**src/rtl/req_sched_pkg.sv**
```systemverilog
// req_sched_pkg: shared types and defaults for the two-channel request scheduler.
//   chan_state_t  - per-channel FSM state, 2-bit encoding (IDLE, REQ, SERVE, REL)
//   CNT_W_DEF     - default pending-counter width
//   HOLD_CYC_DEF  - default grant hold time in cycles
//   TIMEOUT_DEF   - default REQ wait limit (used only with REQ_SCHED_TIMEOUT_EN)
//   HOLD_W        - hold-counter width (HOLD_CYC is limited to 1..255)
package req_sched_pkg;

  typedef enum logic [1:0] {
    ST_IDLE  = 2'd0,
    ST_REQ   = 2'd1,
    ST_SERVE = 2'd2,
    ST_REL   = 2'd3
  } chan_state_t;

  localparam int CNT_W_DEF    = 4;
  localparam int HOLD_CYC_DEF = 3;
  localparam int TIMEOUT_DEF  = 16;
  localparam int HOLD_W       = 8;

endpackage

```
**src/rtl/req_sched_if.sv**
```systemverilog
// req_sched_if: signal bundle between the job source / arbiter side and the
// scheduler.
//   job_x  : one-cycle job-arrival pulse for channel x
//   gnt_x  : grant from the arbiter for channel x
//   req_x  : registered request to the arbiter for channel x
//   pend_x : pending job count, done_x : job-serviced pulse
//   ovf_x  : sticky overflow, tmo_x : sticky request timeout
// Handshake: req_x/gnt_x follow request/grant semantics. The scheduler raises
// req_x and keeps it high until it has held gnt_x for HOLD_CYC cycles; it then
// lowers req_x for at least one cycle and waits for gnt_x to fall before it
// may request again. A grant that falls early returns the channel to
// requesting without consuming the job.
// Modports: master = job source + arbiter side, slave = scheduler.
interface req_sched_if #(
  parameter int CNT_W = 4
);
  logic             job_0;
  logic             job_1;
  logic             gnt_0;
  logic             gnt_1;
  logic             req_0;
  logic             req_1;
  logic [CNT_W-1:0] pend_0;
  logic [CNT_W-1:0] pend_1;
  logic             done_0;
  logic             done_1;
  logic             ovf_0;
  logic             ovf_1;
  logic             tmo_0;
  logic             tmo_1;

  modport master (
    output job_0, job_1, gnt_0, gnt_1,
    input  req_0, req_1, pend_0, pend_1, done_0, done_1,
           ovf_0, ovf_1, tmo_0, tmo_1
  );

  modport slave (
    input  job_0, job_1, gnt_0, gnt_1,
    output req_0, req_1, pend_0, pend_1, done_0, done_1,
           ovf_0, ovf_1, tmo_0, tmo_1
  );
endinterface

```
**src/rtl/req_sched_chan.sv**
```systemverilog
// req_sched_chan: one scheduler channel - FSM, pending counter, hold counter,
// overflow flag and (optional) request timeout.
// Optional feature macro: REQ_SCHED_TIMEOUT_EN (wait counter + sticky tmo).
// Ports:
//   clk, rst_n  - clock, asynchronous active-low reset
//   i_job       - job-arrival pulse
//   i_gnt       - grant from arbiter
//   o_req       - registered request to arbiter
//   o_pend      - pending job count (saturating)
//   o_done      - one-cycle pulse when a job finishes its hold time
//   o_ovf       - sticky: job dropped while the counter was saturated
//   o_tmo       - sticky: request waited TIMEOUT cycles (0 when feature off)
//   o_state     - current FSM state (debug)
module req_sched_chan
  import req_sched_pkg::*;
#(
  parameter int CNT_W    = CNT_W_DEF,
  parameter int HOLD_CYC = HOLD_CYC_DEF,
  parameter int TIMEOUT  = TIMEOUT_DEF
) (
  input  logic             clk,
  input  logic             rst_n,
  input  logic             i_job,
  input  logic             i_gnt,
  output logic             o_req,
  output logic [CNT_W-1:0] o_pend,
  output logic             o_done,
  output logic             o_ovf,
  output logic             o_tmo,
  output chan_state_t      o_state
);

  localparam logic [CNT_W-1:0]  PEND_MAX  = '1;
  localparam logic [HOLD_W-1:0] HOLD_LAST = HOLD_W'(HOLD_CYC - 1);

  chan_state_t       r_state;
  logic [CNT_W-1:0]  r_pend;
  logic [HOLD_W-1:0] r_hold;
  logic              r_req;
  logic              r_done;
  logic              r_ovf;

  logic             w_last;
  logic             w_dec;
  logic             w_drop;
  logic [CNT_W-1:0] w_pend_nxt;

  assign w_last = (r_hold == HOLD_LAST);
  // A job completes only on the last hold cycle with the grant still present.
  assign w_dec  = (r_state == ST_SERVE) && i_gnt && w_last;
  // An arrival that coincides with a completion cancels out, so it can never
  // be dropped even when the counter is full.
  assign w_drop = i_job && !w_dec && (r_pend == PEND_MAX);

  always_comb begin
    w_pend_nxt = r_pend;
    if (i_job && !w_dec) begin
      if (r_pend != PEND_MAX) w_pend_nxt = r_pend + 1'b1;
    end else if (!i_job && w_dec) begin
      w_pend_nxt = r_pend - 1'b1;
    end
  end

  always_ff @(posedge clk or negedge rst_n) begin
    if (!rst_n) begin
      r_state <= ST_IDLE;
      r_pend  <= '0;
      r_hold  <= '0;
      r_req   <= 1'b0;
      r_done  <= 1'b0;
      r_ovf   <= 1'b0;
    end else begin
      r_pend <= w_pend_nxt;
      r_done <= w_dec;
      if (w_drop) r_ovf <= 1'b1;

      case (r_state)
        ST_IDLE: begin
          if ((r_pend != '0) || i_job) begin
            r_state <= ST_REQ;
            r_req   <= 1'b1;
          end
        end
        ST_REQ: begin
          if (i_gnt) begin
            r_state <= ST_SERVE;
            r_hold  <= '0;
          end
        end
        ST_SERVE: begin
          if (!i_gnt) begin
            // Grant lost before the hold time elapsed: ask again.
            r_state <= ST_REQ;
            r_hold  <= '0;
          end else if (w_last) begin
            r_state <= ST_REL;
            r_req   <= 1'b0;
            r_hold  <= '0;
          end else begin
            r_hold <= r_hold + 1'b1;
          end
        end
        ST_REL: begin
          // Entered with req already low, so req stays low at least one cycle.
          if (!i_gnt) begin
            if (w_pend_nxt != '0) begin
              r_state <= ST_REQ;
              r_req   <= 1'b1;
            end else begin
              r_state <= ST_IDLE;
            end
          end
        end
        default: begin
          r_state <= ST_IDLE;
          r_req   <= 1'b0;
        end
      endcase
    end
  end

`ifdef REQ_SCHED_TIMEOUT_EN
  localparam int                WAIT_W    = $clog2(TIMEOUT + 1);
  localparam logic [WAIT_W-1:0] WAIT_LAST = WAIT_W'(TIMEOUT - 1);
  localparam logic [WAIT_W-1:0] WAIT_SAT  = WAIT_W'(TIMEOUT);

  logic [WAIT_W-1:0] r_wait;
  logic              r_tmo;

  // Counts cycles spent in REQ; saturates so it never wraps while waiting.
  always_ff @(posedge clk or negedge rst_n) begin
    if (!rst_n) begin
      r_wait <= '0;
      r_tmo  <= 1'b0;
    end else if (r_state == ST_REQ) begin
      if (r_wait == WAIT_LAST) r_tmo <= 1'b1;
      if (r_wait != WAIT_SAT) r_wait <= r_wait + 1'b1;
    end else begin
      r_wait <= '0;
    end
  end

  assign o_tmo = r_tmo;
`else
  logic w_unused_timeout;
  assign w_unused_timeout = (TIMEOUT != 0);
  assign o_tmo = 1'b0;
`endif

  assign o_req   = r_req;
  assign o_pend  = r_pend;
  assign o_done  = r_done;
  assign o_ovf   = r_ovf;
  assign o_state = r_state;

endmodule

```
**src/rtl/req_sched.sv**
```systemverilog
// req_sched: two-channel request scheduler feeding a two-requester grant
// arbiter. Each channel queues job pulses, requests the arbiter, holds the
// grant HOLD_CYC cycles, then releases it.
// Optional feature macro: REQ_SCHED_TIMEOUT_EN (per-channel request timeout).
// Ports:
//   clk, rst_n     - clock, asynchronous active-low reset
//   io_sched       - req_sched_if.slave: job/gnt in, req/pend/done/ovf/tmo out
//   o_dbg_state_0  - channel 0 FSM state (debug)
//   o_dbg_state_1  - channel 1 FSM state (debug)
module req_sched
  import req_sched_pkg::*;
#(
  parameter int CNT_W    = CNT_W_DEF,
  parameter int HOLD_CYC = HOLD_CYC_DEF,
  parameter int TIMEOUT  = TIMEOUT_DEF
) (
  input  logic          clk,
  input  logic          rst_n,
  req_sched_if.slave    io_sched,
  output chan_state_t   o_dbg_state_0,
  output chan_state_t   o_dbg_state_1
);

  req_sched_chan #(
    .CNT_W   (CNT_W),
    .HOLD_CYC(HOLD_CYC),
    .TIMEOUT (TIMEOUT)
  ) u_chan_0 (
    .clk    (clk),
    .rst_n  (rst_n),
    .i_job  (io_sched.job_0),
    .i_gnt  (io_sched.gnt_0),
    .o_req  (io_sched.req_0),
    .o_pend (io_sched.pend_0),
    .o_done (io_sched.done_0),
    .o_ovf  (io_sched.ovf_0),
    .o_tmo  (io_sched.tmo_0),
    .o_state(o_dbg_state_0)
  );

  req_sched_chan #(
    .CNT_W   (CNT_W),
    .HOLD_CYC(HOLD_CYC),
    .TIMEOUT (TIMEOUT)
  ) u_chan_1 (
    .clk    (clk),
    .rst_n  (rst_n),
    .i_job  (io_sched.job_1),
    .i_gnt  (io_sched.gnt_1),
    .o_req  (io_sched.req_1),
    .o_pend (io_sched.pend_1),
    .o_done (io_sched.done_1),
    .o_ovf  (io_sched.ovf_1),
    .o_tmo  (io_sched.tmo_1),
    .o_state(o_dbg_state_1)
  );

endmodule

```
**src/flat_wrapper.sv**
```systemverilog
// flat-port wrapper written by rule: the top's interface ports become plain ports
module req_sched_flat import req_sched_pkg::*;
#(
  parameter int CNT_W    = CNT_W_DEF,
  parameter int HOLD_CYC = HOLD_CYC_DEF,
  parameter int TIMEOUT  = TIMEOUT_DEF
)
  (clk, rst_n, o_dbg_state_0, o_dbg_state_1, io_sched_job_0, io_sched_job_1, io_sched_gnt_0, io_sched_gnt_1, io_sched_req_0, io_sched_req_1, io_sched_pend_0, io_sched_pend_1, io_sched_done_0, io_sched_done_1, io_sched_ovf_0, io_sched_ovf_1, io_sched_tmo_0, io_sched_tmo_1);
  req_sched_if #(.CNT_W(CNT_W)) io_sched_i ();
  input  logic clk;
  input  logic rst_n;
  output chan_state_t o_dbg_state_0;
  output chan_state_t o_dbg_state_1;
  input wire logic [$bits(io_sched_i.job_0)-1:0] io_sched_job_0;
  input wire logic [$bits(io_sched_i.job_1)-1:0] io_sched_job_1;
  input wire logic [$bits(io_sched_i.gnt_0)-1:0] io_sched_gnt_0;
  input wire logic [$bits(io_sched_i.gnt_1)-1:0] io_sched_gnt_1;
  output wire logic [$bits(io_sched_i.req_0)-1:0] io_sched_req_0;
  output wire logic [$bits(io_sched_i.req_1)-1:0] io_sched_req_1;
  output wire logic [$bits(io_sched_i.pend_0)-1:0] io_sched_pend_0;
  output wire logic [$bits(io_sched_i.pend_1)-1:0] io_sched_pend_1;
  output wire logic [$bits(io_sched_i.done_0)-1:0] io_sched_done_0;
  output wire logic [$bits(io_sched_i.done_1)-1:0] io_sched_done_1;
  output wire logic [$bits(io_sched_i.ovf_0)-1:0] io_sched_ovf_0;
  output wire logic [$bits(io_sched_i.ovf_1)-1:0] io_sched_ovf_1;
  output wire logic [$bits(io_sched_i.tmo_0)-1:0] io_sched_tmo_0;
  output wire logic [$bits(io_sched_i.tmo_1)-1:0] io_sched_tmo_1;
  assign io_sched_i.job_0 = io_sched_job_0;
  assign io_sched_i.job_1 = io_sched_job_1;
  assign io_sched_i.gnt_0 = io_sched_gnt_0;
  assign io_sched_i.gnt_1 = io_sched_gnt_1;
  assign io_sched_req_0 = io_sched_i.req_0;
  assign io_sched_req_1 = io_sched_i.req_1;
  assign io_sched_pend_0 = io_sched_i.pend_0;
  assign io_sched_pend_1 = io_sched_i.pend_1;
  assign io_sched_done_0 = io_sched_i.done_0;
  assign io_sched_done_1 = io_sched_i.done_1;
  assign io_sched_ovf_0 = io_sched_i.ovf_0;
  assign io_sched_ovf_1 = io_sched_i.ovf_1;
  assign io_sched_tmo_0 = io_sched_i.tmo_0;
  assign io_sched_tmo_1 = io_sched_i.tmo_1;
  req_sched #(.CNT_W(CNT_W), .HOLD_CYC(HOLD_CYC), .TIMEOUT(TIMEOUT)) u_core (.clk(clk), .rst_n(rst_n), .io_sched(io_sched_i), .o_dbg_state_0(o_dbg_state_0), .o_dbg_state_1(o_dbg_state_1));
endmodule
```
**config.mk**
```make
export PLATFORM = sky130hd
export DESIGN_NAME = req_sched_flat
export DESIGN_NICKNAME = d
export VERILOG_FILES = /design/src/rtl/req_sched_pkg.sv /design/src/rtl/req_sched_if.sv /design/src/rtl/req_sched_chan.sv /design/src/rtl/req_sched.sv /design/src/flat_wrapper.sv
export SDC_FILE = /design/constraint.sdc
export NUM_CORES = 1
export LEC_CHECK = 0
export ABC_AREA = 1
export BUFFER_PORTS_ARGS = -buffer_cell sky130_fd_sc_hd__buf_2
export CAP_MARGIN = 25
export CORE_MARGIN = 5
export CORE_UTILIZATION = 55
export CTS_BUF_LIST = sky130_fd_sc_hd__clkbuf_2 sky130_fd_sc_hd__clkbuf_4 sky130_fd_sc_hd__clkbuf_8
export DETAILED_ROUTE_END_ITERATION = 7
export HOLD_SLACK_MARGIN = 0.12
export PLACE_DENSITY = 0.89
export SLEW_MARGIN = 10
export SYNTH_ARGS = -nofsm -noshare
export SYNTH_HDL_FRONTEND = slang
export SYNTH_HIERARCHICAL = 1
export SYNTH_SLANG_ARGS = --single-unit
```
**constraint.sdc**
```tcl
create_clock -name clk -period 1.65 [get_ports clk]
set_input_delay 0.165 -clock clk [delete_from_list [all_inputs] [get_ports clk]]
set_output_delay 0.165 -clock clk [all_outputs]
set_load 0.01 [all_outputs]
```
==> flow_metrics.tcl, run 1 <==
set metrics [dict create \
    hp-start "io_sched_gnt_1" \
    vias 2359 \
    status "finished with violations" \
    syn_area_sq_mm 0.00229 \
    timing.fmax_mhz 560 \
    die_w_um 74.6 \
    syn-num-nets 320 \
    wl_per_cell_um 14.1 \
    cp_max_fo 6 \
    crit_required_ps 1840 \
    holdPathEnd "u_core/u_chan_1/o_state[1]$_DFFE_PN0P_" \
    antenna_cells 0 \
    slew_headroom 0.484 \
    gp_congestion 0.946 \
    layout-drive-gt1-share 0.415 \
    final_cell_area_sq_mm 0.00305 \
    p_sw_frac 0.431 \
    r2r_cells 15 \
    tns_ps -275 \
    maxCapViolations 0 \
    fin_worst_skew_ps 6.82 \
    whs_path_depth 3 \
    hpwl_mm 4.03 \
    yosysTopAreaCell "dfrtp_1" \
    power_frac_clock 0.160 \
    synth_cell_types 35 \
    setup_viol 5 \
    synthTopCellsByArea "dfrtp_1 37%, nand2_1 10%, nand3_1 6.1%" \
    cp_data_arrival_time_ps 1970 \
    synth_seq_cells 34 \
    async_flop_share 1.00 \
    synth_seq_area_share 0.371 \
    grt_pass1_vias 2185 \
    dp.cells 407 \
    nets 396 \
    cell_internal_pwr_mw 2.37 \
    dr.pass1.iters 5 \
    dieArea_sq_mm 0.00556 \
    synth_top_area_frac 0.371 \
    cts_max_path_buffers 2 \
    placed_area_sq_mm 0.00272 \
    boundaryPins 26 \
    critPathLaunchType "flip-flop" \
    hold_viol 0 \
    drc 0 \
    irDropWorstVdd_mv 0.878 \
    core.rowCount 23 \
    core_area_sq_mm 0.00403 \
    cts_sinks 34 \
    clk_latency_ps 300 \
    synth_warnings 6 \
    grt_pass1_wl_mm 9.29 \
    overflow 0 \
    p_leak_nw 1.55 \
    setup_ws_ps -135 \
    initial_utilization 0.569 \
    htreeDepth 2 \
    cts_inserted_buffers 5 \
    drv_slew 0 \
    cts-root-buf "clkbuf_8" \
    stdcell_count 431 \
    r2r_start "u_core/u_chan_1/r_hold[0]$_DFFE_PN0P_" \
    tightest_slew_ps 774 \
    hold_class "primary input to flip-flop" \
    hold_slack_ps 209 \
    ant_nets 0 \
    path_class "flip-flop to flip-flop" \
    area_growth_syn_to_layout_pct 33.0 \
    clk_pin_slew_worst_paths_ps 70 \
    cts_tree "built" \
    routed_wl_mm 6.06 \
    p_switching_mw 1.79 \
    seq_power_share 0.305 \
    ys.flop_type "dfrtp_1" \
    drt-initial-drc-count 185 \
    synth_edf_count 0 \
    grt_setup_unrepaired "true" \
    combPwrFrac 0.535 \
    io_buffers 23 \
    synth_cells 304 \
    critPathCaptureType "flip-flop" \
    violations "negative setup slack" \
    dieHeight_um 74.6 \
    layout_min_cycle_time_ps 1780 \
    p_per_area_mw_per_mm2 1370 \
    finalCritPeriodShare 1.08 \
    post-synth-top-count-cell "nand2_1" \
    gr-usage-all-layers 0.215 \
    r2r_slack_ps -130 \
    synth_common_cells "62 x nand2_1, 34 x dfrtp_1, 33 x nor2_1" \
    avgSynthCellArea_sq_um 7.54 \
    antenna_found_initial 0 \
    via_per_inst 5.47 \
    grt_start_max_net_pins 35 \
    reg2reg_to "u_core/u_chan_1/o_req$_DFFE_PN0P_" \
]
-- registers in the layout (all words and copies together) (netlist names) --
name                     count
u_core/u_chan_1/o_pend       4
u_core/u_chan_0/o_done       1
u_core/u_chan_1/r_hold       8
u_core/u_chan_1/o_state      2
u_core/u_chan_0/o_state      2
u_core/u_chan_1/o_ovf        1
u_core/u_chan_0/o_pend       4
u_core/u_chan_1/o_done       1
u_core/u_chan_0/o_req        1
u_core/u_chan_1/o_req        1
u_core/u_chan_0/r_hold       8
u_core/u_chan_0/o_ovf        1
-- how the worst max path moves through the flow --
| stage | end | startpoint | slack, ps | cells after the start |
|---|---|---|---|---|
| detailed placement | u_core/u_chan_1/o_req$_DFFE_PN0P_ | u_core/u_chan_1/r_hold[0]$_DFFE_PN0P_ | -140 | 16 |
| global route | u_core/u_chan_1/o_req$_DFFE_PN0P_ | u_core/u_chan_1/r_hold[0]$_DFFE_PN0P_ | -280 | 16 |
| global placement | u_core/u_chan_1/o_req$_DFFE_PN0P_ | u_core/u_chan_1/r_hold[0]$_DFFE_PN0P_ | -50 | 15 |
| finish | u_core/u_chan_1/o_req$_DFFE_PN0P_ | u_core/u_chan_1/r_hold[0]$_DFFE_PN0P_ | -130 | 15 |
| CTS | u_core/u_chan_1/o_req$_DFFE_PN0P_ | u_core/u_chan_1/r_hold[0]$_DFFE_PN0P_ | -70 | 17 |
| floorplan | u_core/u_chan_1/o_req$_DFFE_PN0P_ | u_core/u_chan_1/r_hold[0]$_DFFE_PN0P_ | 10 | 15 |
-- power by group through the flow --
stage	Clock (mW)	Sequential (mW)	Combinational (mW)
4_1_cts	0.671	1.26	2.02
2_1_floorplan	0	1.33	1.07
5_1_grt	0.708	1.30	2.46
6_report	0.665	1.27	2.23
3_5_place_dp	0	1.26	1.89
3_3_place_gp	0	1.25	1.83
-- metal layers --
metal,wire (um),track usage,part of all wire,vias to the layer above
met5,0,0,0,-
met2,3190,0.386,0.53,96
met3,341,0.0351,0.056,20
met4,170,0.0672,0.028,0
li1,-,-,-,1133
met1,2370,0.262,0.39,1110
-- logic make-up (layout without fill, tap and decap cells) --
logic type,after synthesis,count (layout),synth area share
other cells,2,2,0.00327
xor+xnor,5,5,0.0191
compound gates,39,39,0.102
flops,34,34,0.371
simple gates,165,165,0.366
buf+inv,49,126,0.0840
fa+ha+maj,10,10,0.0546
-- stage by stage --
stage	setup WS [ps]	utilization	total power, mW
after floorplan	9.61	-	2.41
after global placement	-54.0	0.675	3.08
after detailed placement	-139	0.675	3.15
after CTS	-68.4	0.727	3.95
after global routing	-284	0.757	4.48
final	-135	0.757	4.17
-- worst max-delay path: stages, from the launching register on --
cell,delay [ps]
dfrtp_1,400
inv_2,80
ha_4,140
nand2_4,60
nor2_8,170
nand3_4,100
nand2_1,70
nand2_1,60
nand2_1,90
nand2_1,90
nor2_1,110
nand2_1,70
nand2_2,70
nand2_2,50
nand3_1,70
nand2_1,50
-- what timing repair did --
item	4_1_cts	5_1_grt
hold buffers	1	0
pin swaps	12	10
endpoints found under the hold margin	34	0
endpoints found under the setup margin	4	13
setup buffers	7	8
resized for setup	14	25
-- final cells by class --
| cell class | count | area, sq um |
|---|---|---|
| well taps | 50 | 62.6 |
| inverters | 46 | 173 |
| fillers | 267 | 980 |
| repair buffers | 72 | 489 |
| clock buffers | 6 | 82.6 |
| multi-input cells | 221 | 1380 |
| flip-flops and latches | 34 | 855 |
| clock inverters | 2 | 12.5 |
-- cell usage in the layout, fill, tap and decap left out, drive strengths merged --
cell type and count:
nand2 77, buf 71, inv 46, nor2 40
dfrtp 34, nand3 34, a21oi 13, ha 10
o21ai 10, nor3 7, clkbuf 6, xor2 5
nand4 4, o21bai 3, a31oi 3, o21a 2
o22ai 2, o31ai 2, conb 2, clkinv 1
clkinvlp 1, dlygate4sd3 1, o32ai 1, nor4 1
a31o 1, nor3b 1, o2111ai 1, and3 1
a221oi 1
Note: power is estimated with default switching activity, not from simulation.
==> run 2, diff against run 1 <==
- CORE_UTILIZATION: 55 -> 53
- CTS_BUF_LIST: sky130_fd_sc_hd__clkbuf_2 sky130_fd_sc_hd__clkbuf_4 sky130_fd_sc_hd__clkbuf_8 -> unset
- PLACE_DENSITY: 0.89 -> unset
- PLACE_DENSITY_LB_ADDON: unset -> 0.12
==> flow_metrics.tcl, run 2 (synthesis results as in run 1) <==
set metrics [dict create \
    cts_sinks 34 \
    status "finished with violations" \
    core.rowCount 24 \
    violations "negative setup slack" \
    boundaryPins 26 \
    maxCapViolations 0 \
    setup_viol 3 \
    layout_min_cycle_time_ps 1750 \
    dp_slack_ps -172 \
    reg2reg_to "u_core/u_chan_1/o_req$_DFFE_PN0P_" \
    top_regs "u_core/u_chan_0/r_hold: 8 flops, u_core/u_chan_1/r_hold: 8 flops" \
    dr.pass1.iters 4 \
    stdcell_count 436 \
    area_growth_syn_to_layout_pct 33.1 \
    dieArea_sq_mm 0.00574 \
    irDropWorstVdd_mv 0.751 \
    wl_per_cell_um 12.6 \
    via_per_inst 5.10 \
    slowest_stage "dfrtp_1" \
    whs_path_depth 3 \
    setup_ws_ps -98.0 \
    dp.cells 416 \
    hpwl_mm 4.02 \
    cts-root-buf "clkbuf_8" \
    ant_nets 0 \
    cts_max_path_buffers 2 \
    crit_top_cell "nand2_1" \
    initial_utilization 0.538 \
    layout-drive-gt1-share 0.411 \
    slowest_delay_ps 380 \
    final_util 0.716 \
    routed_wl_mm 5.50 \
    tns_ps -152 \
    r2r_cells 16 \
    critPathLaunchType "flip-flop" \
    htreeDepth 2 \
    r2r_start "u_core/u_chan_1/r_hold[0]$_DFFE_PN0P_" \
    holdPathEnd "u_core/u_chan_0/o_state[1]$_DFFE_PN0P_" \
    final_cell_area_sq_mm 0.00305 \
    grt_pass1_vias 2143 \
    gp_congestion 0.868 \
    nets 399 \
    core_area_sq_mm 0.00426 \
    io_buffers 23 \
    p_leak_nw 1.56 \
    r2r_slack_ps -100 \
    drc 0 \
    timing.fmax_mhz 572 \
    antenna_cells 0 \
    cp_num_buf_inv 1 \
    antenna_found_initial 0 \
    p_per_area_mw_per_mm2 1340 \
    cp_data_arrival_time_ps 1970 \
    cp_top_family "simple AND/OR/NAND/NOR gates" \
    cp_max_fo 6 \
    grt_start_max_net_pins 35 \
    placed_area_sq_mm 0.00277 \
    layout_commonest_cell "nand2_1" \
    drt-initial-drc-count 113 \
    final_cell_mix "54 x nand2_1, 50 x buf_4, 32 x dfrtp_1, 26 x nand3_1" \
    grt_pass1_wl_mm 9.20 \
    gr-usage-all-layers 0.210 \
    clk_pin_slew_worst_paths_ps 80 \
    cts_tree "built" \
    overflow 0 \
    finalCritPeriodShare 1.06 \
    dieHeight_um 75.8 \
    hold_class "primary input to flip-flop" \
    grt_setup_unrepaired "true" \
    hold_viol 0 \
    die_w_um 75.8 \
    clk_latency_ps 290 \
    cts_inserted_buffers 5 \
    crit_path_cell_trace "inv_2, ha_4, nand2_4, nor2_8, nand2_4, nand3_2, nand2_1, nand2_1, nand2_2, nor2_2, nand2_1, nand2_2, nand2_2, nand2_2, nand2_1, nand2_1" \
    crit_required_ps 1880 \
    fin_worst_skew_ps 8.18 \
    vias 2225 \
    hp-start "io_sched_gnt_0" \
    path_class "flip-flop to flip-flop" \
    drv_slew 0 \
    critPathCaptureType "flip-flop" \
]
run 2: cell count changes in the layout (fill, tap and decap cells not counted):
cell / change
nand2_2: +1
a221oi_1: +1
nand3_2: -1
nand2_1: -1
dfrtp_1: +1
nand3_1: +2
buf_4: +3
nand3_4: -1
dfrtp_2: -1
a221oi_2: -1
run 2: area by class of cell:
type                       count  area [sq um]
clock buffer                   6          82.6
clock inverter                 2          12.5
fill                         354          1210
inverter                      46           173
multi-input combinational    221          1350
sequential                    34           853
tap                           52          65.1
timing repair buffer          75           512
run 2: how the worst max path moves through the flow:
stage                                           from                                end  slack, ps  depth (start not counted)
5_1_grt        u_core/u_chan_1/r_hold[0]$_DFFE_PN0P_  u_core/u_chan_1/o_req$_DFFE_PN0P_       -230                         16
4_1_cts        u_core/u_chan_1/r_hold[4]$_DFFE_PN0P_  u_core/u_chan_1/o_req$_DFFE_PN0P_       -100                         14
3_5_place_dp   u_core/u_chan_1/r_hold[0]$_DFFE_PN0P_  u_core/u_chan_1/o_req$_DFFE_PN0P_       -170                         15
3_3_place_gp   u_core/u_chan_1/r_hold[0]$_DFFE_PN0P_  u_core/u_chan_1/o_req$_DFFE_PN0P_       -100                         15
2_1_floorplan  u_core/u_chan_1/r_hold[0]$_DFFE_PN0P_  u_core/u_chan_1/o_req$_DFFE_PN0P_         10                         15
6_report       u_core/u_chan_1/r_hold[0]$_DFFE_PN0P_  u_core/u_chan_1/o_req$_DFFE_PN0P_       -100                         16
run 2: what timing repair did:
action	in CTS	in global routing
pin swaps	18	11
setup buffers	6	5
hold endpoints to repair	34	0
setup endpoints to repair	4	9
hold buffers	1	0
gates resized for setup	14	21
run 2: per-stage QoR:
stage / hold slack, ps / power (mW)
floorplan: -131 / 2.41
global placement: 230 / 3.20
detailed placement: 233 / 3.25
CTS: 202 / 4.00
global route: 220 / 4.42
finish: 216 / 4.10
run 2: worst register-to-register path, cell delays in order, from the launching register on:
cell	delay, ps
dfrtp_1	380
inv_2	80
ha_4	130
nand2_4	60
nor2_8	170
nand2_4	100
nand3_2	80
nand2_1	50
nand2_1	80
nand2_2	60
nor2_2	110
nand2_1	70
nand2_2	70
nand2_2	60
nand2_2	60
nand2_1	50
nand2_1	60
run 2: per-layer routing:
layer / track usage / vias to the layer above / routed length, um
met3: 0.0396 / 7 / 179
met4: 0.0757 / 0 / 95
met1: 0.253 / 1043 / 2410
met2: 0.370 / 35 / 2820
met5: 0 / - / 0
li1: - / 1140 / -
run 2: power by group:
group | total, mW | leakage, nW | switching [mW] | internal, mW
clock network | 0.655 | 0.0472 | 0.319 | 0.336
registers | 1.26 | 0.432 | 0.222 | 1.04
logic | 2.18 | 1.08 | 1.19 | 0.995
